<file path="src/rtl/uart_transmitter.sv">
//==========================================================================
// Module : uart_transmitter
// Brief  : Pops FIFO words and sends them MSB-byte-first as 8N1 UART frames.
//          Define UART_TX_PARITY_EN for 8E1 frames (even parity bit).
// Rev    : 1.0  initial release
//==========================================================================
`default_nettype none

module uart_transmitter #(
  parameter int UART_BPS      = 'd9600,
  parameter int CLK_FREQ      = 'd50_000_000,
  parameter int FIFO_RD_WIDTH = 'd32,
  parameter int FIFO_RD_BYTE  = 'd4
) (
  input  logic                     clk,
  input  logic                     rst_n,
  input  logic [FIFO_RD_WIDTH-1:0] fifo_rd_data,
  input  logic                     fifo_empty,
  output logic                     fifo_rd_en,
  output logic                     tx,
  output logic                     busy,
  output logic                     tx_done
);

  localparam int c_bit_cyc = CLK_FREQ / UART_BPS;
  localparam int c_cnt_w   = (c_bit_cyc > 1) ? $clog2(c_bit_cyc) : 1;
  localparam int c_byte_w  = (FIFO_RD_BYTE > 1) ? $clog2(FIFO_RD_BYTE) : 1;
  localparam logic [c_cnt_w-1:0]  c_cnt_last  = c_cnt_w'(c_bit_cyc - 1);
  localparam logic [c_byte_w-1:0] c_byte_last = c_byte_w'(FIFO_RD_BYTE - 1);

  typedef enum logic [2:0] {
    S_IDLE   = 3'd0,
    S_RD     = 3'd1,
    S_LOAD   = 3'd2,
    S_START  = 3'd3,
    S_DATA   = 3'd4,
    S_PARITY = 3'd5,
    S_STOP   = 3'd6
  } state_t;

  state_t                   r_state;
  state_t                   w_state_next;
  logic [c_cnt_w-1:0]       r_cnt;
  logic [2:0]               r_bit;
  logic [c_byte_w-1:0]      r_byte;
  logic [FIFO_RD_WIDTH-1:0] r_word;
  logic                     r_tx;
  logic                     r_tx_done;
  logic                     w_tx_next;
  logic                     w_done_next;
  logic                     w_in_bit;
  logic                     w_bit_end;
  logic [7:0]               w_cur_byte;

  // The word register shifts left per byte, so the byte on the wire is always the top one.
  assign w_cur_byte = r_word[FIFO_RD_WIDTH-1 -: 8];
  assign w_in_bit   = (r_state == S_START) || (r_state == S_DATA) ||
                      (r_state == S_PARITY) || (r_state == S_STOP);
  assign w_bit_end  = (r_cnt == c_cnt_last);

  assign tx         = r_tx;
  assign tx_done    = r_tx_done;
  assign busy       = (r_state != S_IDLE);
  assign fifo_rd_en = (r_state == S_RD);

  always_ff @(posedge clk or negedge rst_n) begin
    if (!rst_n) begin
      r_state <= S_IDLE;
    end else begin
      r_state <= w_state_next;
    end
  end

  // tx is registered, so the line level is decided from the state being entered.
  always_comb begin
    w_state_next = r_state;
    w_tx_next    = 1'b1;
    w_done_next  = 1'b0;
    case (r_state)
      S_IDLE: begin
        if (!fifo_empty) w_state_next = S_RD;
      end
      S_RD: begin
        w_state_next = S_LOAD;
      end
      S_LOAD: begin
        w_state_next = S_START;
        w_tx_next    = 1'b0;
      end
      S_START: begin
        w_tx_next = 1'b0;
        if (w_bit_end) begin
          w_state_next = S_DATA;
          w_tx_next    = w_cur_byte[0];
        end
      end
      S_DATA: begin
        w_tx_next = w_cur_byte[r_bit];
        if (w_bit_end) begin
          if (r_bit == 3'd7) begin
`ifdef UART_TX_PARITY_EN
            w_state_next = S_PARITY;
            w_tx_next    = ^w_cur_byte;
`else
            w_state_next = S_STOP;
            w_tx_next    = 1'b1;
`endif
          end else begin
            w_tx_next = w_cur_byte[r_bit + 3'd1];
          end
        end
      end
      S_PARITY: begin
        w_tx_next = ^w_cur_byte;
        if (w_bit_end) begin
          w_state_next = S_STOP;
          w_tx_next    = 1'b1;
        end
      end
      S_STOP: begin
        if (w_bit_end) begin
          if (r_byte == c_byte_last) begin
            w_state_next = S_IDLE;
            w_done_next  = 1'b1;
          end else begin
            w_state_next = S_START;
            w_tx_next    = 1'b0;
          end
        end
      end
      default: begin
        w_state_next = S_IDLE;
      end
    endcase
  end

  always_ff @(posedge clk or negedge rst_n) begin
    if (!rst_n) begin
      r_cnt     <= '0;
      r_bit     <= '0;
      r_byte    <= '0;
      r_word    <= '0;
      r_tx      <= 1'b1;
      r_tx_done <= 1'b0;
    end else begin
      r_tx      <= w_tx_next;
      r_tx_done <= w_done_next;

      if (w_in_bit && !w_bit_end) r_cnt <= r_cnt + 1'b1;
      else                        r_cnt <= '0;

      if (r_state == S_DATA) begin
        if (w_bit_end) r_bit <= r_bit + 3'd1;
      end else begin
        r_bit <= '0;
      end

      if (r_state == S_LOAD) begin
        r_word <= fifo_rd_data;
        r_byte <= '0;
      end else if ((r_state == S_STOP) && w_bit_end && (r_byte != c_byte_last)) begin
        r_word <= r_word << 8;
        r_byte <= r_byte + 1'b1;
      end
    end
  end

endmodule

`default_nettype wire
</file>
<file path="config.mk">
export PLATFORM = sky130hd
export DESIGN_NAME = uart_transmitter
export DESIGN_NICKNAME = d
export VERILOG_FILES = /design/src/rtl/uart_transmitter.sv
export SDC_FILE = /design/constraint.sdc
export NUM_CORES = 1
export LEC_CHECK = 0
export ABC_AREA = 0
export CORE_AREA = 8 8 68 99
export DETAILED_ROUTE_END_ITERATION = 10
export DIE_AREA = 0 0 76 107
export HOLD_SLACK_MARGIN = 0.12
export MAX_ROUTING_LAYER = met4
export PLACE_DENSITY = 0.82
export SYNTH_ARGS = -nofsm -noshare
export SYNTH_HDL_FRONTEND = slang
export SYNTH_SLANG_ARGS = --single-unit
</file>
<file path="constraint.sdc">
create_clock -name clk -period 2.96 [get_ports clk]
set_clock_uncertainty 0.05 [all_clocks]
set_input_delay 0.444 -clock clk [delete_from_list [all_inputs] [get_ports clk]]
set_output_delay 0.444 -clock clk [all_outputs]
set_load 0.02 [all_outputs]
</file>
## After elaboration in Yosys (flattened, before gate mapping)

Index checks and enable logic that the tools add are counted.
W data, S select, Z words.

| operators by class | value |
|---|---|
| reductions and logical operators | 12 |
| multiplexer cells | 28 |
| eq/ne operators | 16 |
| $add $sub $neg | 3 |
| magnitude comparators | 2 |

Operators by type and width:

| cell | count |
|---|---|
| $mux W32 | 2 |
| $mux W3 | 8 |
| $pmux W3 S7 | 1 |
| $add A13 B1 Y13 const B | 1 |
| $eq A13 B13 Y1 const B | 1 |
| $mux W13 | 1 |
| $eq A3 B3 Y1 const B | 4 |
| $ne A2 B2 Y1 const B | 6 |
| $mux W1 | 10 |
| $lt A3 B4 Y1 const B | 2 |
| $reduce_xor A8 Y1 | 1 |
| $bmux W1 S3 | 2 |
| $eq A3 B2 Y1 const B | 2 |
| $mux W2 | 3 |
| $reduce_and A6 Y1 | 1 |
| $pmux W1 S5 | 1 |
| $add A3 B1 Y3 const B | 1 |
| $eq A3 B1 Y1 const B | 1 |
| $logic_and A1 B1 Y1 | 3 |
| $logic_not A3 Y1 | 1 |
| $logic_or A1 B1 Y1 | 3 |
| $reduce_bool A3 Y1 | 1 |
| $add A2 B1 Y2 const B | 1 |
| $eq A2 B2 Y1 const B | 1 |
| other kinds (3) | 3 |

| word-level totals | value |
|---|---|
| bits in registers | 55 |
| output and inout port bits | 4 |
| input port bits | 35 |
| logic and storage cells | 68 |

## Longest topological paths before layout

Gate-level depths: netlist of run 1.

| logic depth | value |
|---|---|
| depth after elaboration | 6 |
| depth in mapped cells | 8 |
| depth with buffers taken out | 6 |

## Worst setup path after synthesis of run 1

No wires, ideal clock.

| path | value |
|---|---|
| kind | reg2reg |
| from | register r_bit[0] |
| to | register r_tx, in the netlist tx |
| required time | 2.822 ns |
| setup slack | 0.906 ns |
| cell stages (with the launch flop) | 7 |
| arrival time | 1.916 ns |
| path buffers | 0 |
| setup time | 0.088 ns |
| period minus slack after synthesis | 2.054 ns |
| cells stage by stage | dfrtp_1 > ha_1 > mux4_2 > nor2b_4 > a2111oi_4 > nor3_1 > or3_1 |

| on the way | value |
|---|---|
| cells in the longest elaborated chain, start to end | 6 |
| elaborated cells on any way between the ends | 9 |
| classes of those cells | 1 x add/sub; 1 x eq/ne; 7 x mux |

Ends and longest elaborated chain:

| item | line | source |
|---|---|---|
| start, declared | 44 | `logic [2:0] r_bit;` |
| start signal, assigned | 153 | `if (w_bit_end) r_bit <= r_bit + 3'd1;` |
| $add A3 B1 Y3 | 109 | `w_tx_next = w_cur_byte[r_bit + 3'd1];` |
| $bmux W1 S3 | 109 |  |
| $mux W1 (implied by the code) | 109 |  |
| $mux W1 | 100 | `if (r_bit == 3'd7) begin` |
| $mux W1 (*) | 99 | `if (w_bit_end) begin` |
| $pmux W1 S5 (*) | 79 | `case (r_state)` |
| via w_tx_next | 49 | `logic w_tx_next;` |
| end signal, assigned | 146 | `r_tx <= w_tx_next;` |
| end, declared | 47 | `logic r_tx;` |

Mark *: on every way through the listed nets, which the timed path passes. The rest lies on a longest branch. The select of a mux whose other input is x is not followed.
A chain may end at the register's enable or synchronous reset.

## Final worst setup path of run 1

| path | value |
|---|---|
| from | register r_state[0] |
| to | output port fifo_rd_en |

| on the way | value |
|---|---|
| cells in the longest elaborated chain, start to end | 1 |

Ends and longest elaborated chain:

| item | line | source |
|---|---|---|
| start, declared | 41 | `state_t r_state;` |
| start signal, assigned | 70 | `r_state <= w_state_next;` |
| $eq A3 B1 Y1 | 64 | `assign fifo_rd_en = (r_state == S_RD);` |
| end, declared | 19 | `output logic fifo_rd_en,` |

No other way between the ends.

==> metrics.cfg, run 1 <==
[finish]
layout_commonest_cell=dfrtp_1
n_antenna_cell=0
stdcell_count=367
final_cell_mix=dfrtp_1 (54), clkdlybuf4s50_1 (37), nor2_1 (28)
drive_gt1_share_pct=6.73
nets=335
syn_to_final_growth_pct=18.6

[detailed_routing]
drt-wirelength-per-cell_um=14.2
wl_met3_um=176
initialDrtViolationCount=113
viasPerCell=5.51
routed_wl_um=5200
wl_met1_um=2330
drc_errors=0
vias=2022
drt_first_pass_iters=4
top_layer_used=met4
antenna_left=0
wl_met2_um=2670

[floorplan]
die_h_um=107
core_area_um2=5330
ios=39
rows=33
start_util_pct=52.1
die-area_um2=8130
die_x_um=76

[worst_setup_path]
worstPathRequired_ns=2.47
rrSetupSlack_ns=0.77
rr_worst_depth=4
arrival_ns=1.80
critPathKind=reg -> out
r2r_end=r_word[7]
path_max_fanout=9
path_cells=inv_1, nor3_1, clkdlybuf4s50_1
cp-end-kind=output pin
worstReg2RegStart=r_cnt[7]
start_kind=flip-flop
crit_path_top_delay_cell=clkdlybuf4s50_1
slowest_delay_ns=0.64

[power_and_ir_drop]
netSwitchingFraction_pct=22.5
seqPwrFrac_pct=60.4
combPwrFrac_pct=8.8
leakage_nw=1.32
clkPwrFrac_pct=30.8
power.switching_w=0.000294
vdd_drop_max_uv=339
p_per_area_nw_per_um2=397
p_int_w=0.00101

[sta]
fmax_mhz=436
tightest_slew_ns=0.765
maxSlewHeadroom_pct=48.9
setup_tns_ns=0
setup_viol=0
fin_crit_sh_pct=77.4
rsz0062_at_grt=false
slew_viol_final=0
min_period_ns=2.29
hold_viol=0

[synthesis]
ys_seq_elements=55
yosysSeqAreaShare_pct=49.7
synthCells=262
synth_nets=301
ys_warn_count=0
synth_cell_types=38
synth_area_per_cell_um2=10.6
synth_area_um2=2770

[flow_run]
drv_cap=0

[global_route]
grt_start_max_net_pins=38
grt_pass1_vias=2123
antenna_found_initial=0
grt_pass1_wl_um=9090
grt-ovfl-total=0
grtUsageTotal_pct=13.7

[hold_path]
min_to=r_byte[1]
whs_path_depth=2
hold_class=reg -> reg
min_from=r_byte[1]

[placement]
gp_congestion=0.828
placed_cells=358
dpl.hpwl_um=3820
port_buffers=38

[clock_network]
clkTransAtPathRegs_ns=0.09
clockBufferDepth=2
cts_tree=yes
root_buffer=clkbuf_8
clk-insertion-delay-late_ns=0.30
cts_buffers=5
htreeDepth=2
clock-sinks=55
post-cts-setup-buffers=0

[status]
status=finished clean

-- synth_stat cells --
cell	number	share of area, %
dfrtp_1	54	49
nor2_1	28	3.8
a21oi_1	24	4.3
mux2i_1	24	8.7
nand2_1	22	3.0
o21ai_0	12	2.2
xnor2_1	12	3.8
a22o_1	8	2.5
clkbuf_1	8	1.1
buf_2	7	1.3
xor2_1	6	1.9
or3_1	5	1.1
and3_1	4	0.90
ha_1	4	1.8
inv_1	4	0.54
nand3_1	4	0.72
nand4_1	4	0.90
nor3_1	4	0.72
mux4_2	3	2.4
nor2b_1	3	0.68
and2_1	2	0.45
and4_1	2	0.63
nor4b_2	2	1.1
o31ai_1	2	0.54
a2111oi_4	1	0.99
a211oi_1	1	0.27
a21o_1	1	0.27
a221oi_1	1	0.32
a22oi_1	1	0.27
a41o_1	1	0.36
dfstp_2	1	0.95
mux4_1	1	0.95
nor2b_4	1	0.50
nor4_1	1	0.23
o211ai_1	1	0.27
o22ai_1	1	0.23
o311ai_0	1	0.32
or3b_2	1	0.32
-- power groups by stage --
stage	logic [W]	registers [W]	clock network, W
2_1_floorplan	0.0000493	0.000799	0
6_report	0.000115	0.000789	0.000402
3_5_place_dp	0.000116	0.000804	0
4_1_cts	0.000117	0.000789	0.000417
3_3_place_gp	0.000113	0.000803	0
5_1_grt	0.000127	0.000792	0.000444
-- registers in the layout, indices dropped and copies added, names as in the netlist --
name and count:
r_bit 3, r_byte 2, r_cnt 13, r_state 3
r_word 32, tx 1, tx_done 1
-- stage by stage --
step                      area [um^2]  hold WS, ns  setup WS [ns]  power [W]  util (%)
after floorplan                  2770       0.0984          0.906   0.000849         -
after global placement           3190        0.345          0.810   0.000916      59.9
after detailed placement         3190        0.348          0.778   0.000920      59.9
after CTS                        3290        0.437          0.680    0.00132      61.7
after global routing             3290        0.470          0.556    0.00136      61.7
final                            3290        0.439          0.669    0.00131      61.7
-- cell type report --
| cell class | instances | area [um^2] |
|---|---|---|
| fill | 421 | 2040 |
| timing repair buffer | 42 | 408 |
| multi-input combinational | 188 | 1320 |
| tap | 70 | 87.6 |
| sequential | 55 | 1380 |
| clock buffer | 6 | 72.6 |
| inverter | 4 | 15.0 |
| clock inverter | 2 | 12.5 |
-- worst max-delay path, delay by kind of cell, from the launching register on --
family	cells	cell delay (ns)
buffers and inverters	2	0.78
DFF	1	0.50
and+or+nand+nor	1	0.21
-- metal layers --
metal	GRT usage, %	vias to the layer above
met5	-	-
met4	5.77	0
met3	3.27	2
met2	23.0	37
met1	15.1	978
li1	-	1005
-- logic make-up after synthesis --
family          synth area share (%)
fa+ha+maj                       1.81
xor+xnor                        5.69
compound gates                  12.9
flops                           49.7
mux                             12.0
simple gates                    15.0
buf+inv                         2.89
-- worst max-delay path by stage --
stage	from	to	slack, ns	depth (start not counted)
2_1_floorplan	r_bit[0]	tx	0.91	6
3_3_place_gp	r_bit[0]	tx	0.81	6
3_5_place_dp	r_cnt[5]	r_word[0]	0.78	4
4_1_cts	r_state[1]	busy	0.68	2
5_1_grt	r_cnt[7]	r_word[3]	0.56	4
6_report	r_state[0]	fifo_rd_en	0.67	3
-- timing repair --
item	CTS	global route
hold buffers	1	0
gates resized for setup	0	0
endpoints found under the hold margin	17	0
Note: power is estimated with default switching activity, not from simulation.
==> run 2: changes to the inputs <==
--- a/config.mk
+++ b/config.mk
@@ -6,12 +6,12 @@
 export NUM_CORES = 1
 export LEC_CHECK = 0
 export ABC_AREA = 0
-export CORE_AREA = 8 8 68 99
+export CORE_AREA = 8 8 71 104
 export DETAILED_ROUTE_END_ITERATION = 10
-export DIE_AREA = 0 0 76 107
+export DIE_AREA = 0 0 79 112
 export HOLD_SLACK_MARGIN = 0.12
 export MAX_ROUTING_LAYER = met4
-export PLACE_DENSITY = 0.82
+export PLACE_DENSITY = 0.78
 export SYNTH_ARGS = -nofsm -noshare
 export SYNTH_HDL_FRONTEND = slang
 export SYNTH_SLANG_ARGS = --single-unit
==> constraint.sdc (replaced) <==
create_clock -name clk -period 1.9 [get_ports clk]
set_clock_uncertainty 0.05 [all_clocks]
set_input_delay 0.285 -clock clk [delete_from_list [all_inputs] [get_ports clk]]
set_output_delay 0.285 -clock clk [all_outputs]
set_load 0.02 [all_outputs]
==> run 2 against run 1 <==
  * The flow now finishes with violations (setup timing)
  * Critical path depth is 2 higher
  * Utilization is 0.73 points lower
  * Non-clock buffer count is 31 higher
  * Count of clock-buffer cells in the layout stayed put
  * Design area is 11% higher
  * First-iteration DRC count is 12% lower
  * Critical path type is now reg -> reg
  * Critical endpoint is now tx
==> metrics.cfg, run 2 (synthesis gave the netlist of run 1 again) <==
[status]
status=finished with violations
violations=setup timing

[finish]
reg_top3=r_word: 32 flops, r_cnt: 13 flops
syn_to_final_growth_pct=31.0
final_cell_mix=dfrtp_1 (53), clkdlybuf4s50_1 (35), buf_4 (29)
drive_gt1_share_pct=18.3
fin_util_pct=61.0
regMostFlops=r_word
largest_reg_flops=32
n_antenna_cell=0
layout_commonest_cell=dfrtp_1
nets=366
fin_area_um2=3630

[floorplan]
ios=39
rows=35
start_util_pct=46.6
die_x_um=79
core_area_um2=5960
die_h_um=112
die-area_um2=8850

[sta]
fin_hold_ws_ns=0.439
maxSlewHeadroom_pct=56.4
min_period_ns=1.90
fin_crit_sh_pct=100
fin_ws_ns=-0.000776
setup_tns_ns=-0.000776
tightest_slew_ns=0.654
setup_viol=1
hold_viol=0
rsz0062_at_grt=true
slew_viol_final=0
fmax_mhz=526

[worst_setup_path]
arrival_ns=2.08
path_cells=buf_4, mux4_2, a2111oi_4, nor3_1, or3_1
cp_top_family=multiplexers
cp-end-kind=flip-flop
cp_num_buf_inv=1
critPathKind=reg -> reg
rrSetupSlack_ns=-0.0008
worstPathRequired_ns=2.08
crit_path_top_delay_cell=mux4_2
path_max_fanout=4
start_kind=flip-flop
slowest_delay_ns=0.52

[detailed_routing]
routed_wl_um=6290
vias=2213
antenna_left=0
drc_errors=0
drt_first_pass_iters=4
viasPerCell=5.50
drt-wirelength-per-cell_um=15.7
initialDrtViolationCount=99

[clock_network]
root_buffer=clkbuf_8
clock-sinks=55
htreeDepth=2
cts_buffers=5
clockBufferDepth=2
clk-insertion-delay-late_ns=0.31
clkTransAtPathRegs_ns=0.10
cts_tree=yes

[flow_run]
drv_cap=0

[power_and_ir_drop]
leakage_nw=1.49
vdd_drop_max_uv=532
p_per_area_nw_per_um2=568
power.total_w=0.00206

[global_route]
grt_pass1_wl_um=10500
grtUsageTotal_pct=14.7
antenna_found_initial=0
grt_pass1_vias=2253
grt-ovfl-total=0
grt_start_max_net_pins=33

[placement]
gp_congestion=0.811
dpl.hpwl_um=4410
placed_cell_area_um2=3450
port_buffers=38

[hold_path]
hold_class=reg -> reg

[run 2: power breakdown]
part	internal, W	leakage (nW)	switching (W)
logic	0.000115	0.797	0.0000697
registers	0.00120	0.655	0.0000244
clock network	0.000266	0.0418	0.000386
total	0.00158	1.49	0.000480
[run 2: tightest hold or removal path: stages (launching register included)]
cell and delay [ns]:
dfrtp_1 0.36, nand2_1 0.05, nand2_1 0.05
[run 2: final cells by class]
| class | instances | area [um^2] |
|---|---|---|
| clock buffers | 6 | 72.6 |
| repair buffers | 73 | 697 |
| well taps | 74 | 92.6 |
| inverters | 4 | 15.0 |
| clock inverters | 2 | 16.3 |
| multi-input cells | 188 | 1360 |
| fillers | 516 | 2320 |
| flip-flops and latches | 55 | 1380 |
[run 2: final timing paths]
check / cells past startpoint / from / end
max in group asynchronous: 3 / rst_n / r_cnt[3]
min: 2 / r_byte[1] / r_byte[1]
min in group asynchronous: 2 / rst_n / r_word[22]
max: 5 / r_bit[0] / tx
min reg2reg: 2 / r_byte[1] / r_byte[1]
max reg2reg: 5 / r_bit[0] / tx
[run 2: stage by stage]
step,setup slack [ns],std cells
after floorplan,0.00748,262
after global placement,0.00933,388
after detailed placement,-0.0383,388
after CTS,0.000725,399
after global routing,-0.0400,402
final,-0.000776,402
[run 2: per-layer routing]
| metal | vias up | wire length (um) | GRT usage, % |
|---|---|---|---|
| li1 | 1066 | - | - |
| met1 | 1085 | 2720 | 17.7 |
| met2 | 53 | 3290 | 23.7 |
| met3 | 9 | 182 | 2.82 |
| met4 | 0 | 99 | 5.47 |
| met5 | - | 0 | - |
[run 2: what timing repair did]
action                                  CTS  global route
resized for setup                         4            10
gates cloned                              0             1
endpoints found under the setup margin    3            36
buffers inserted                          2             2
hold buffers                              1             0
endpoints found under the hold margin    25             0
pin swaps                                 3             3
